==> src/rtl/arcade_input_pkg.sv <==
// Shared constants, types and the rotation helper for the arcade input mapper.
// Joystick and CSJUDLR bit positions are fixed by the cores this block feeds.
package arcade_input_pkg;

    // Joystick word bit positions (low byte of each 16-bit player word)
    localparam int JB_R      = 0;
    localparam int JB_L      = 1;
    localparam int JB_D      = 2;
    localparam int JB_U      = 3;
    localparam int JB_FIRE   = 4;
    localparam int JB_START1 = 5;
    localparam int JB_START2 = 6;
    localparam int JB_COIN   = 7;

    // CSJUDLR output field positions
    localparam int CS_R     = 0;
    localparam int CS_L     = 1;
    localparam int CS_D     = 2;
    localparam int CS_U     = 3;
    localparam int CS_FIRE  = 4;
    localparam int CS_START = 5;
    localparam int CS_COIN  = 6;
    localparam int CS_W     = 7;

    typedef enum logic [1:0] {ROT0, ROT90, ROT180, ROT270} rot_t;

    typedef enum logic [1:0] {C_IDLE, C_PULSE, C_WAIT} coin_st_t;

    // PS/2 scancodes as {extended, code}
    localparam logic [8:0] SC_UP    = 9'h175;
    localparam logic [8:0] SC_DOWN  = 9'h172;
    localparam logic [8:0] SC_LEFT  = 9'h16B;
    localparam logic [8:0] SC_RIGHT = 9'h174;
    localparam logic [8:0] SC_SPACE = 9'h029;
    localparam logic [8:0] SC_LCTRL = 9'h014;
    localparam logic [8:0] SC_RCTRL = 9'h114;
    localparam logic [8:0] SC_F1    = 9'h005;
    localparam logic [8:0] SC_F2    = 9'h006;
    localparam logic [8:0] SC_COIN1 = 9'h02E;
    localparam logic [8:0] SC_COIN2 = 9'h036;

    // One latch per physical key so that releasing one of two fire keys
    // does not cancel the other.
    typedef struct packed {
        logic up;
        logic down;
        logic left;
        logic right;
        logic space;
        logic lctrl;
        logic rctrl;
        logic f1;
        logic f2;
        logic coin1;
        logic coin2;
    } key_state_t;

    // udlr packing is {up, down, left, right}, matching both joystick [3:0]
    // and CSJUDLR [3:0].
    function automatic logic [3:0] rotate_udlr(input rot_t rot, input logic [3:0] udlr);
        logic [3:0] res;
        res = udlr;
        case (rot)
            ROT0:    res = udlr;
            ROT90:   res = {udlr[1], udlr[0], udlr[2], udlr[3]};
            ROT180:  res = {udlr[2], udlr[3], udlr[0], udlr[1]};
            ROT270:  res = {udlr[0], udlr[1], udlr[3], udlr[2]};
            default: res = udlr;
        endcase
        return res;
    endfunction

endpackage

==> src/rtl/input_player_chan.sv <==
// One player's output channel: rotation, fixed-length coin pulse and autofire,
// all landing in the registered CSJUDLR vector.
module input_player_chan
    import arcade_input_pkg::*;
#(
    parameter int COIN_PULSE   = 16,
    parameter int AUTOFIRE_DIV = 4096
) (
    input  logic            clk_sys,
    input  logic            reset,
    input  logic [3:0]      raw_udlr,
    input  logic            raw_fire,
    input  logic            start,
    input  logic            coin_src,
    input  rot_t            rot,
    input  logic            autofire_en,
    output logic [CS_W-1:0] csjudlr
);

    localparam logic [15:0] COIN_LOAD = 16'(COIN_PULSE - 1);
    localparam logic [15:0] AF_LAST   = 16'(AUTOFIRE_DIV - 1);

    logic [3:0]  udlr_q, udlr_d;
    logic        start_q, start_d;
    coin_st_t    coin_st_q, coin_st_d;
    logic [15:0] coin_cnt_q, coin_cnt_d;
    logic        coin_q, coin_d;
    logic        coin_src_prev_q, coin_src_prev_d;
    logic        fire_prev_q, fire_prev_d;
    logic        af_phase_q, af_phase_d;
    logic [15:0] af_cnt_q, af_cnt_d;

    // NOTE: every always_comb output gets a default first, so no path can
    // leave it unassigned and infer a latch.
    always_comb begin
        udlr_d          = rotate_udlr(rot, raw_udlr);
        start_d         = start;
        coin_src_prev_d = coin_src;
        fire_prev_d     = raw_fire;
    end

    always_comb begin
        coin_st_d  = coin_st_q;
        coin_cnt_d = coin_cnt_q;
        case (coin_st_q)
            C_IDLE: begin
                if (coin_src && !coin_src_prev_q) begin
                    coin_st_d  = C_PULSE;
                    coin_cnt_d = COIN_LOAD;
                end
            end
            C_PULSE: begin
                if (coin_cnt_q == 16'd0) begin
                    coin_st_d = C_WAIT;
                end else begin
                    coin_cnt_d = coin_cnt_q - 16'd1;
                end
            end
            C_WAIT: begin
                if (!coin_src) begin
                    coin_st_d = C_IDLE;
                end
            end
            default: coin_st_d = C_WAIT;
        endcase
        coin_d = (coin_st_d == C_PULSE);
    end

    // Phase doubles as the fire flop: with autofire off it simply follows raw fire.
    always_comb begin
        af_phase_d = af_phase_q;
        af_cnt_d   = af_cnt_q;
        if (!raw_fire) begin
            af_phase_d = 1'b0;
            af_cnt_d   = 16'd0;
        end else if (!autofire_en || !fire_prev_q) begin
            af_phase_d = 1'b1;
            af_cnt_d   = 16'd0;
        end else if (af_cnt_q == AF_LAST) begin
            af_phase_d = ~af_phase_q;
            af_cnt_d   = 16'd0;
        end else begin
            af_cnt_d = af_cnt_q + 16'd1;
        end
    end

    // NOTE: sequential state uses non-blocking assignments only, so every flop
    // samples pre-edge values regardless of block ordering.
    always_ff @(posedge clk_sys or posedge reset) begin
        if (reset) begin
            udlr_q          <= 4'd0;
            start_q         <= 1'b0;
            // Waiting-for-release after reset: a coin held through reset must
            // not fire a fresh pulse until it is released and pressed again.
            coin_st_q       <= C_WAIT;
            coin_cnt_q      <= 16'd0;
            coin_q          <= 1'b0;
            coin_src_prev_q <= 1'b0;
            fire_prev_q     <= 1'b0;
            af_phase_q      <= 1'b0;
            af_cnt_q        <= 16'd0;
        end else begin
            udlr_q          <= udlr_d;
            start_q         <= start_d;
            coin_st_q       <= coin_st_d;
            coin_cnt_q      <= coin_cnt_d;
            coin_q          <= coin_d;
            coin_src_prev_q <= coin_src_prev_d;
            fire_prev_q     <= fire_prev_d;
            af_phase_q      <= af_phase_d;
            af_cnt_q        <= af_cnt_d;
        end
    end

    assign csjudlr = {coin_q, start_q, af_phase_q, udlr_q};

endmodule

==> src/rtl/arcade_input_mapper.sv <==
// Player-input front end: PS/2 key latches merged with HPS joysticks, then one
// input_player_chan per player producing a registered CSJUDLR vector.
module arcade_input_mapper
    import arcade_input_pkg::*;
#(
    parameter int NUM_PLAYERS  = 2,
    parameter int COIN_PULSE   = 16,
    parameter int AUTOFIRE_DIV = 4096
) (
    input  logic                      clk_sys,
    input  logic                      reset,
    input  logic [10:0]               ps2_key,
    input  logic [16*NUM_PLAYERS-1:0] joy_in,
    input  logic [1:0]                rotate,
    input  logic                      coin_on_start,
    input  logic                      autofire_en,
    output logic [7*NUM_PLAYERS-1:0]  p_csjudlr
);

    logic       strobe_q, strobe_d;
    logic       armed_q, armed_d;
    key_state_t keys_q, keys_d;
    logic       key_event;
    logic       start1_any, start2_any;
    rot_t       rot;

    // The strobe is a toggle; the first sample after reset only arms the tracker.
    assign key_event = armed_q && (ps2_key[10] != strobe_q);
    assign rot       = rot_t'(rotate);

    always_comb begin
        armed_d  = 1'b1;
        strobe_d = ps2_key[10];
        keys_d   = keys_q;
        if (key_event) begin
            case (ps2_key[8:0])
                SC_UP:    keys_d.up    = ps2_key[9];
                SC_DOWN:  keys_d.down  = ps2_key[9];
                SC_LEFT:  keys_d.left  = ps2_key[9];
                SC_RIGHT: keys_d.right = ps2_key[9];
                SC_SPACE: keys_d.space = ps2_key[9];
                SC_LCTRL: keys_d.lctrl = ps2_key[9];
                SC_RCTRL: keys_d.rctrl = ps2_key[9];
                SC_F1:    keys_d.f1    = ps2_key[9];
                SC_F2:    keys_d.f2    = ps2_key[9];
                SC_COIN1: keys_d.coin1 = ps2_key[9];
                SC_COIN2: keys_d.coin2 = ps2_key[9];
                default:  keys_d       = keys_q;
            endcase
        end
    end

    always_ff @(posedge clk_sys or posedge reset) begin
        if (reset) begin
            strobe_q <= 1'b0;
            armed_q  <= 1'b0;
            keys_q   <= '0;
        end else begin
            strobe_q <= strobe_d;
            armed_q  <= armed_d;
            keys_q   <= keys_d;
        end
    end

    // Any joystick's start buttons count for players 1 and 2.
    always_comb begin
        start1_any = keys_q.f1;
        start2_any = keys_q.f2;
        for (int p = 0; p < NUM_PLAYERS; p++) begin
            start1_any = start1_any | joy_in[16*p + JB_START1];
            start2_any = start2_any | joy_in[16*p + JB_START2];
        end
    end

    for (genvar p = 0; p < NUM_PLAYERS; p++) begin : g_player
        logic [7:0] joy;
        logic [3:0] raw_udlr;
        logic       raw_fire;
        logic       start_p;
        logic       coin_key;
        logic       coin_src;
        logic       unused_joy_hi;

        assign joy           = joy_in[16*p +: 8];
        assign unused_joy_hi = ^joy_in[16*p + 8 +: 8];

        if (p == 0) begin : g_p1
            assign raw_udlr = joy[JB_U:JB_R] | {keys_q.up, keys_q.down, keys_q.left, keys_q.right};
            assign raw_fire = joy[JB_FIRE] | keys_q.space | keys_q.lctrl | keys_q.rctrl;
            assign start_p  = start1_any;
            assign coin_key = keys_q.coin1;
        end else if (p == 1) begin : g_p2
            assign raw_udlr = joy[JB_U:JB_R];
            assign raw_fire = joy[JB_FIRE];
            assign start_p  = start2_any;
            assign coin_key = keys_q.coin2;
        end else begin : g_pn
            assign raw_udlr = joy[JB_U:JB_R];
            assign raw_fire = joy[JB_FIRE];
            assign start_p  = 1'b0;
            assign coin_key = 1'b0;
        end

        assign coin_src = joy[JB_COIN] | coin_key | (coin_on_start & start_p);

        input_player_chan #(
            .COIN_PULSE   (COIN_PULSE),
            .AUTOFIRE_DIV (AUTOFIRE_DIV)
        ) u_chan (
            .clk_sys     (clk_sys),
            .reset       (reset),
            .raw_udlr    (raw_udlr),
            .raw_fire    (raw_fire),
            .start       (start_p),
            .coin_src    (coin_src),
            .rot         (rot),
            .autofire_en (autofire_en),
            .csjudlr     (p_csjudlr[CS_W*p +: CS_W])
        );
    end

endmodule

==> config.mk <==
export PLATFORM = sky130hd
export DESIGN_NAME = arcade_input_mapper
export DESIGN_NICKNAME = d
export VERILOG_FILES = /design/src/rtl/arcade_input_pkg.sv /design/src/rtl/input_player_chan.sv /design/src/rtl/arcade_input_mapper.sv
export SDC_FILE = /design/constraint.sdc
export NUM_CORES = 1
export LEC_CHECK = 0
export ABC_AREA = 1
export ABC_CLOCK_PERIOD_IN_PS = 9000
export CAP_MARGIN = 25
export CORE_MARGIN = 5
export CORE_UTILIZATION = 46
export DETAILED_ROUTE_END_ITERATION = 12
export GPL_ROUTABILITY_DRIVEN = 0
export HOLD_SLACK_MARGIN = 0.02
export PLACE_DENSITY = 0.67
export SLEW_MARGIN = 20
export SYNTH_ARGS = -nofsm -noshare
export SYNTH_HDL_FRONTEND = slang
export SYNTH_SLANG_ARGS = --single-unit
==> constraint.sdc <==
create_clock -name clk_sys -period 9 [get_ports clk_sys]
set_input_delay 1.8 -clock clk_sys [delete_from_list [all_inputs] [get_ports clk_sys]]
set_output_delay 1.8 -clock clk_sys [all_outputs]
set_load 0.03 [all_outputs]
; ---- Yosys cells after proc, flatten, opt, wreduce, memory -nomap -nowiden
; Cells that the tools add are included.
[totals]
regBits = 99
input_bits = 49
output_inout_bits = 14
wordCells = 138
[op_classes]
n_addsub = 4
eq_ne = 29
n_mux = 28
bitwise_logic = 16
n_reduce_logical = 30
[op_table]
columns = operator, n
row1 = two-way mux 16 bit, 10
row2 = one-hot mux 16 bit (2 select lines), 2
row3 = equality test 9 bit (second input constant), 5
row4 = adder 16 x 1 -> 16 bit (second input constant), 2
row5 = equality test 16 x 12 -> 1 bit (second input constant), 2
row6 = zero test 16 bit, 2
row7 = one-hot mux 4 bit (4 select lines), 2
row8 = subtractor 16 x 1 -> 16 bit (second input constant), 2
row9 = equality test 9 x 6 -> 1 bit (second input constant), 3
row10 = AND reduction 2 bit, 11
row11 = equality test 9 x 3 -> 1 bit (second input constant), 2
row12 = two-way mux 2 bit, 6
row13 = one-hot mux 2 bit (3 select lines), 2
row14 = bitwise OR 1 bit, 11
row15 = equality test 2 x 1 -> 1 bit (second input constant), 5
row16 = equality test 9 x 5 -> 1 bit (second input constant), 1
row17 = equality test 2 bit (second input constant), 4
row18 = zero test 2 bit, 3
row19 = two-way mux 1 bit, 6
row20 = AND reduction 3 bit, 2
row21 = zero test 1 bit, 5
row22 = inequality test 2 x 1 -> 1 bit (second input constant), 2
row23 = inequality test 2 bit (second input constant), 2
row24 = bitwise OR 4 bit, 1
row25 = other kinds (8), 14

; ---- Logic depth before layout (Yosys ltp)
; Gate-level depths: netlist of run 1.
[depth]
depth_word = 8
depth_mapped = 10
ltp_nobuf = 10

; ---- Modules after synthesis
; From an unflattened synthesis of run 1, not the netlist that was laid out.
[unflattened]
cells_unflattened = 767
area_unflattened_um2 = 5652.9
[by_module_without_submodules]
columns = mod, n_inst, cells_each, area_per_inst_um2, seq_area_each_um2
row1 = input_player_chan at g_player[1].u_chan, 1, 315, 2368.5, 1077.3
row2 = input_player_chan at g_player[0].u_chan, 1, 311, 2342.2, 1077.3
row3 = arcade_input_mapper, 1, 141, 942.2, 325.3

; ---- Worst setup path after synthesis of run 1
; No wires, ideal clock.
[synth_timing]
kind = input-to-reg
from = input joy_in[5]
to = register g_player[0].u_chan.coin_cnt_q[7]
setup_time_ns = 0.116
t_arrival_ns = 2.631
required_time_ns = 8.884
path_slack_ns = 6.253
stages = 9
n_path_buf = 1
cell_sequence = nor2_1 nand2_1 nand2_1 nand2_1 a21oi_1 nor2_4 buf_6 nand2_1 nand2_1
[synth_between]
elab_chain_cells = 7
[synth_lines]
columns = item, line
row1 = "start, declared", arcade_input_mapper.sv:13  ; input logic [16*NUM_PLAYERS-1:0] joy_in,
row2 = bitwise OR 1 bit (2 in series), arcade_input_mapper.sv:70  ; start1_any = start1_any | joy_in[16*p + JB_START1];
row3 = named net g_player[0].start_p, arcade_input_mapper.sv:79  ; logic start_p;
row4 = AND 1 bit, arcade_input_mapper.sv:104  ; assign coin_src = joy[JB_COIN] | coin_key | (coin_on_start & start_p);
row5 = bitwise OR 1 bit, arcade_input_mapper.sv:104
row6 = named net g_player[0].coin_src, arcade_input_mapper.sv:81  ; logic coin_src;
row7 = logical AND 1 bit, input_player_chan.sv:47  ; if (coin_src && !coin_src_prev_q) begin
row8 = inequality test 2 x 1 -> 1 bit (no line), n/a
row9 = AND reduction 3 bit (no line), n/a
row10 = "end signal, assigned", input_player_chan.sv:106  ; coin_cnt_q <= coin_cnt_d;
row11 = "end, declared", input_player_chan.sv:26  ; logic [15:0] coin_cnt_q, coin_cnt_d;
; The timed path passes the listed nets, and every way through them passes these cells.
; A chain may end at the register's enable or synchronous reset.

; ---- Final worst setup path of run 1
[layout_timing]
from = input joy_in[6]
to = register g_player[1].u_chan.coin_cnt_q[0]
[layout_between]
elab_chain_cells = 7
[layout_lines]
columns = item, line
row1 = bitwise OR 1 bit (2 in series), arcade_input_mapper.sv:71  ; start2_any = start2_any | joy_in[16*p + JB_START2];
row2 = named net g_player[1].start_p, arcade_input_mapper.sv:79
row3 = AND 1 bit, arcade_input_mapper.sv:104
row4 = bitwise OR 1 bit, arcade_input_mapper.sv:104
row5 = named net g_player[1].coin_src, arcade_input_mapper.sv:81
row6 = logical AND 1 bit, input_player_chan.sv:47
row7 = inequality test 2 x 1 -> 1 bit (no line), n/a
row8 = AND reduction 3 bit (no line), n/a
row9 = "end signal, assigned", input_player_chan.sv:106
row10 = "end, declared", input_player_chan.sv:26
; The timed path passes the listed nets, and every way through them passes these cells.

==> run_results.csv, run 1 <==
group,metric,value,unit
routing,routed_wl,12000,um
place,dp_hpwl,8560,um
routing,post_drt_wl_per_cell,12.3,um
critical_path,arrival,3.92,ns
synthesis,synth_area_leader_cell,"dfrtp_1",
synthesis,ys.flop_type,"dfrtp_1",
synthesis,synth_seq_cells,99,
routing,drt_iter0_drc,265,
layout,fin_nets,876,
layout,fin_cells,975,
synthesis,netlist_area,5580,um^2
sta,timing.fmax,271,MHz
sta,slew_viol_final,0,
clocking,post_cts_resized,0,
clocking,post_cts_buffers,0,
place,dp.cells,959,
layout,final_cell_area,6430,um^2
die,rows,40,
clocking,cts_root_buf,"clkbuf_16",
critical_path,crit_top_cell,"nand2_1",
synthesis,ys_seq_area_frac,0.444,
clocking,clk_pin_slew_worst_paths,0.07,ns
clocking,numCtsBuffers,9,
global_route,grt_pass1_wl,21100,um
critical_path,crit_required,9.24,ns
flow_run,maxCapViolCount,0,
outcome,status,"finished clean",
die,dieWidth,120,um
critical_path,cpMaxStageDelayCell,"nand2_1",
critical_path,critPathCaptureType,"register",
global_route,antenna_found_initial,0,
critical_path,path_class,"input pin to register",
sta,hold_ws,0.471,ns
clocking,cts_tree,"done",
worst_hold_path,hp-class,"register to register",
routing,drt-pass1-iter-count,4,
clocking,clk_latency,0.35,ns
layout,final_common_cell,"nand2_1",
pwr,finalPower,1.73,mW
sta,finalSetupTns,0,ns
sta,finalClockSkew,0.00709,ns
routing,vias,4901,
pwr,max-vdd-ir-drop,183,uV
synthesis,synthCells,781,
place,dpl_cell_area,6120,um^2
routing,vias_per_cell,5.03,
routing,drtAntennaViolNets,0,
global_route,grt_pass1_vias,4688,
critical_path,path_cells,"clkdlybuf4s50_1, nor2_1, nand2_1, nand2_1, nand2_1, nand2_1, nand2_1, o21ai_1, nand2_1",
pwr,powerDensity,268,nW/um^2
die,fp.coreArea,12000,um^2
routing,drc,0,
global_route,grt_overflow_total,0,
layout,layout.cells.most_common_list,"nand2_1, nor2_1, dfrtp_1",
sta,max-slew-margin-rel,0.479,
synthesis,synth-edff-count,0,
global_route,grt_max_degree,63,
sta,setup_viol,0,
pwr,leakagePower,3.11,nW
clocking,cts_buffer_depth,2,
place,io_buffers,46,
global_route,grt_usage,0.178,
clocking,h-tree-depth,3,
sta,hold_viol,0,
synthesis,synth.area.top_cells,"dfrtp_1, nand2_1, nor2_1",
sta,worstMarginPinSlew,0.781,ns
clocking,hold_buffers,0,
layout,layout-drive-gt1-share,0.0519,
synthesis,yosysWarningCount,0,
sta,fin_crit_sh,0.409,
layout,antenna-diode-count,0,
critical_path,cpPeakStageDelay,0.55,ns
synthesis,synth_cell_types,37,
die,dieArea,14400,um^2
die,pin_count,63,
layout,fill_cells,1139,
synthesis,avgSynthCellArea,7.15,um^2
layout,area_growth,15.2,%
sta,rsz0062_at_grt,"false",
synthesis,async_flop_share,1.00,
clocking,cts.sinks,99,
die,die_h,120,um
synthesis,syn_nets,834,
critical_path,crit_fanout,20,
sta,fin_crit,3.68,ns
synthesis,synth_top_area_frac,0.435,
critical_path,cp-start-kind,"input pin",
die,initial_core_util,0.467,
==> report_power, final <==
part / internal (mW) / switching [mW]
clock: 0.220 / 0.180
combinational: 0.229 / 0.480
sequential: 0.531 / 0.0850
==> worst paths after layout <==
check	slack, ns	cells past startpoint	to	start
max reg2reg	6.74	9	g_player[1].u_chan.coin_cnt_q[0]	g_player[1].u_chan.coin_cnt_q[0]
min	0.47	1	g_player[1].u_chan.af_cnt_q[0]	g_player[1].u_chan.af_cnt_q[0]
min in group asynchronous	1.83	2	g_player[1].u_chan.af_cnt_q[14]	reset
min reg2reg	0.47	1	g_player[1].u_chan.af_cnt_q[0]	g_player[1].u_chan.af_cnt_q[0]
max	5.32	9	g_player[1].u_chan.coin_cnt_q[0]	joy_in[6]
max in group asynchronous	6.03	3	g_player[1].u_chan.coin_cnt_q[12]	reset
==> per-stage QoR <==
step	setup WS (ns)	utilization
6_report	5.32	0.538
5_1_grt	5.15	0.538
4_1_cts	5.36	0.538
3_5_place_dp	5.00	0.512
3_3_place_gp	5.08	0.512
2_1_floorplan	4.61	-
==> synthesized netlist by cell type, drive strengths merged, types with 2 or more instances <==
cell / instances
inv: 94
nand3: 67
ha: 4
o21ai: 25
dfrtp: 97
nand3b: 2
a21oi: 10
o2111ai: 2
or2: 4
dfstp: 2
nand2: 242
xnor2: 5
nand4: 10
nor3: 19
o221ai: 3
xor2: 20
nor2: 152
buf: 15
==> state kept, by name (all words and copies together), names as in the netlist <==
| name | flops |
|---|---|
| armed_q | 1 |
| g_player.coin_key | 2 |
| g_player.u_chan.af_cnt_q | 32 |
| g_player.u_chan.af_phase_q | 2 |
| g_player.u_chan.coin_cnt_q | 32 |
| g_player.u_chan.coin_q | 2 |
| g_player.u_chan.coin_src_prev_q | 2 |
| g_player.u_chan.coin_st_q | 4 |
| g_player.u_chan.fire_prev_q | 2 |
| g_player.u_chan.start_q | 2 |
| g_player.u_chan.udlr_q | 8 |
| keys_q | 9 |
| strobe_q | 1 |
==> cell type report <==
type | instances | area [um^2] | area share
multi-input cells | 572 | 2640 | 0.410
flip-flops and latches | 99 | 2480 | 0.386
repair buffers | 47 | 468 | 0.0728
inverters | 94 | 355 | 0.0553
clock buffers | 9 | 225 | 0.0350
well taps | 147 | 184 | 0.0286
clock inverters | 7 | 82.6 | 0.0128
==> per-layer routing <==
metal | up-vias | global-route usage | share of wire
li1 | 2514 | - | -
met1 | 2288 | 0.221 | 0.46
met2 | 88 | 0.306 | 0.49
met3 | 11 | 0.0491 | 0.044
met4 | 0 | 0.0465 | 0.0087
met5 | - | 0 | 0
==> cells by family after synthesis <==
kind of cell / after synthesis / share of synthesized area
AND/OR/NAND/NOR: 498 / 0.379
XOR/XNOR: 25 / 0.0392
other: 1 / 0.000672
flip-flops: 99 / 0.444
adder cells (fa/ha/maj): 4 / 0.00896
buffers and inverters: 110 / 0.0838
AO/OA/AOI/OAI: 44 / 0.0446
==> worst max-delay path: cells and delay by family <==
family                 cells  cell delay [ns]
buffers and inverters      1             0.40
AO/OA/AOI/OAI              1             0.22
AND/OR/NAND/NOR            7             1.51
No activity file was read; power rests on OpenSTA's default activity.
==> run 2, diff against run 1 <==
--- a/config.mk
+++ b/config.mk
@@ -6,14 +6,14 @@
 export NUM_CORES = 1
 export LEC_CHECK = 0
 export ABC_AREA = 1
-export ABC_CLOCK_PERIOD_IN_PS = 9000
+export ABC_CLOCK_PERIOD_IN_PS = 3180
 export CAP_MARGIN = 25
 export CORE_MARGIN = 5
 export CORE_UTILIZATION = 46
 export DETAILED_ROUTE_END_ITERATION = 12
 export GPL_ROUTABILITY_DRIVEN = 0
 export HOLD_SLACK_MARGIN = 0.02
-export PLACE_DENSITY = 0.67
+export PLACE_DENSITY = 0.7
 export SLEW_MARGIN = 20
 export SYNTH_ARGS = -nofsm -noshare
 export SYNTH_HDL_FRONTEND = slang
==> constraint.sdc (replaced) <==
create_clock -name clk_sys -period 3.18 [get_ports clk_sys]
set_input_delay 0.636 -clock clk_sys [delete_from_list [all_inputs] [get_ports clk_sys]]
set_output_delay 0.636 -clock clk_sys [all_outputs]
set_load 0.03 [all_outputs]
==> run 2 against run 1 <==
Combinational power increased to 2.8 times the previous value. Die area is the same. Sequential share of layout area shrank 0.15 points. Clock power rose to 2.6 times the previous value. Non-clock buffer count grew 5. Via count decreased by 3.2%. Total power grew to 2.8 times the previous value. Register-to-register slack got worse by 5.5 ns. Sequential cell count stayed put. Clock skew barely moved. Hold slack worse by 0.012 ns. Worst setup slack worse by 4.2 ns. Critical path type is now register to output pin. Critical endpoint is now p_csjudlr[4].
==> run_results.csv, run 2 (synthesis results as in run 1) <==
group,metric,value,unit
sta,fin_crit_sh,0.642,
flow_run,maxCapViolCount,0,
critical_path,cpPeakStageDelay,0.69,ns
layout,antenna-diode-count,0,
routing,drc,0,
clocking,cts_buffer_depth,2,
critical_path,cp_top_family,"buffers and inverters",
sta,hold_ws,0.459,ns
layout,fin_nets,881,
worst_hold_path,worstHoldStart,"g_player[0].u_chan.af_cnt_q[0]",
sta,fin_crit,2.04,ns
routing,post_drt_wl_per_cell,11.4,um
routing,drt-pass1-iter-count,5,
layout,final_common_cell,"nand2_1",
critical_path,arrival,1.40,ns
layout,seq_area,2480,um^2
pwr,finalPower,4.79,mW
routing,drt_iter0_drc,249,
critical_path,crit_required,2.54,ns
pwr,powerDensity,742,nW/um^2
clocking,cts_tree,"done",
global_route,grt_usage,0.168,
die,pin_count,63,
die,rows,40,
routing,vias,4743,
global_route,grt_pass1_wl,20200,um
die,die_h,120,um
routing,drtAntennaViolNets,0,
clocking,post_cts_resized,0,
sta,worstMarginPinSlew,0.513,ns
layout,layout-drive-gt1-share,0.0552,
clocking,clk_latency,0.34,ns
global_route,grt_max_degree,49,
pwr,leakagePower,3.13,nW
critical_path,cp-start-kind,"register",
clocking,cts_root_buf,"clkbuf_16",
global_route,grt_overflow_total,0,
sta,hold_viol,0,
clocking,numCtsBuffers,9,
die,dieArea,14400,um^2
clocking,clk_pin_slew_worst_paths,0.07,ns
place,dp_hpwl,8130,um
critical_path,critPathCaptureType,"output pin",
place,io_buffers,46,
outcome,status,"finished clean",
sta,rsz0062_at_grt,"false",
critical_path,path_cells,"clkdlybuf4s50_1",
sta,timing.fmax,490,MHz
worst_hold_path,hp-class,"register to register",
clocking,hold_buffers,0,
layout,layout.cells.most_common_list,"nand2_1, nor2_1, dfrtp_1",
clocking,h-tree-depth,3,
sta,finalClockSkew,0.00696,ns
pwr,max-vdd-ir-drop,401,uV
routing,routed_wl,11200,um
global_route,grt_pass1_vias,4451,
layout,fill_cells,1141,
sta,finalSetupTns,0,ns
clocking,post_cts_buffers,0,
sta,max-slew-margin-rel,0.656,
sta,slew_viol_final,0,
sta,setup_viol,0,
die,dieWidth,120,um
global_route,antenna_found_initial,0,
die,fp.coreArea,12000,um^2
layout,final_core_util,0.540,
critical_path,cpMaxStageDelayCell,"clkdlybuf4s50_1",
layout,largestRegisters,"g_player.u_chan.af_cnt_q (32), g_player.u_chan.coin_cnt_q (32), keys_q (9)",
clocking,cts.sinks,99,
critical_path,cp-startpoint,"g_player[0].u_chan.af_phase_q",
critical_path,r2r-start,"g_player[1].u_chan.coin_cnt_q[0]",
die,initial_core_util,0.467,
critical_path,path_buf_inv,1,
critical_path,path_class,"register to output pin",
layout,multi_input_area,2640,um^2
routing,vias_per_cell,4.84,
critical_path,crit_fanout,3,
layout,area_growth,15.6,%
-- run 2: changes by cell type in the layout (fill, tap and decap cells not counted), sizes merged --
cell	delta
buf	+5
bufinv	-1
inv	-3
clkbuf	+4
-- run 2: final cells by class --
cell class                      count  area share
Clock buffer                       13      0.0403
Clock inverter                      3     0.00329
Inverter                           94      0.0552
Multi-Input combinational cell    572       0.408
Sequential cell                    99       0.384
Tap cell                          147      0.0285
Timing Repair Buffer               52      0.0802
-- run 2: layer usage --
layer	GRT usage	routed length, um	share of wire
met5	0	0	0
met4	0.0458	176	0.016
met3	0.0379	349	0.031
met2	0.264	4980	0.45
met1	0.235	5690	0.51
-- run 2: power by group --
group          switching [mW]  internal [mW]  leakage (nW)  total [mW]
clock                   0.471          0.576         0.136        1.05
combinational            1.32          0.677          1.71        2.00
sequential              0.237           1.50          1.28        1.74
-- run 2: stage by stage --
stage               worst slack (ns)  instance area [um^2]  cells
global route                    1.05                  6460    980
floorplan                       1.37                  5590    781
CTS                             1.11                  6460    980
detailed placement             0.967                  6170    964
global placement                1.01                  6170    964
finish                          1.14                  6460    980
-- run 2: path summary, 6_finish.rpt --
path	end	slack, ns	cells after the start
worst max register to register	g_player[1].u_chan.coin_cnt_q[0]	1.28	10
worst max-delay path	p_csjudlr[4]	1.14	1
max in group asynchronous	g_player[0].u_chan.coin_st_q[1]	1.91	3
worst min register to register	g_player[0].u_chan.af_cnt_q[0]	0.46	1
worst min-delay path	g_player[0].u_chan.af_cnt_q[0]	0.46	1
min in group asynchronous	g_player[1].u_chan.fire_prev_q	0.65	2
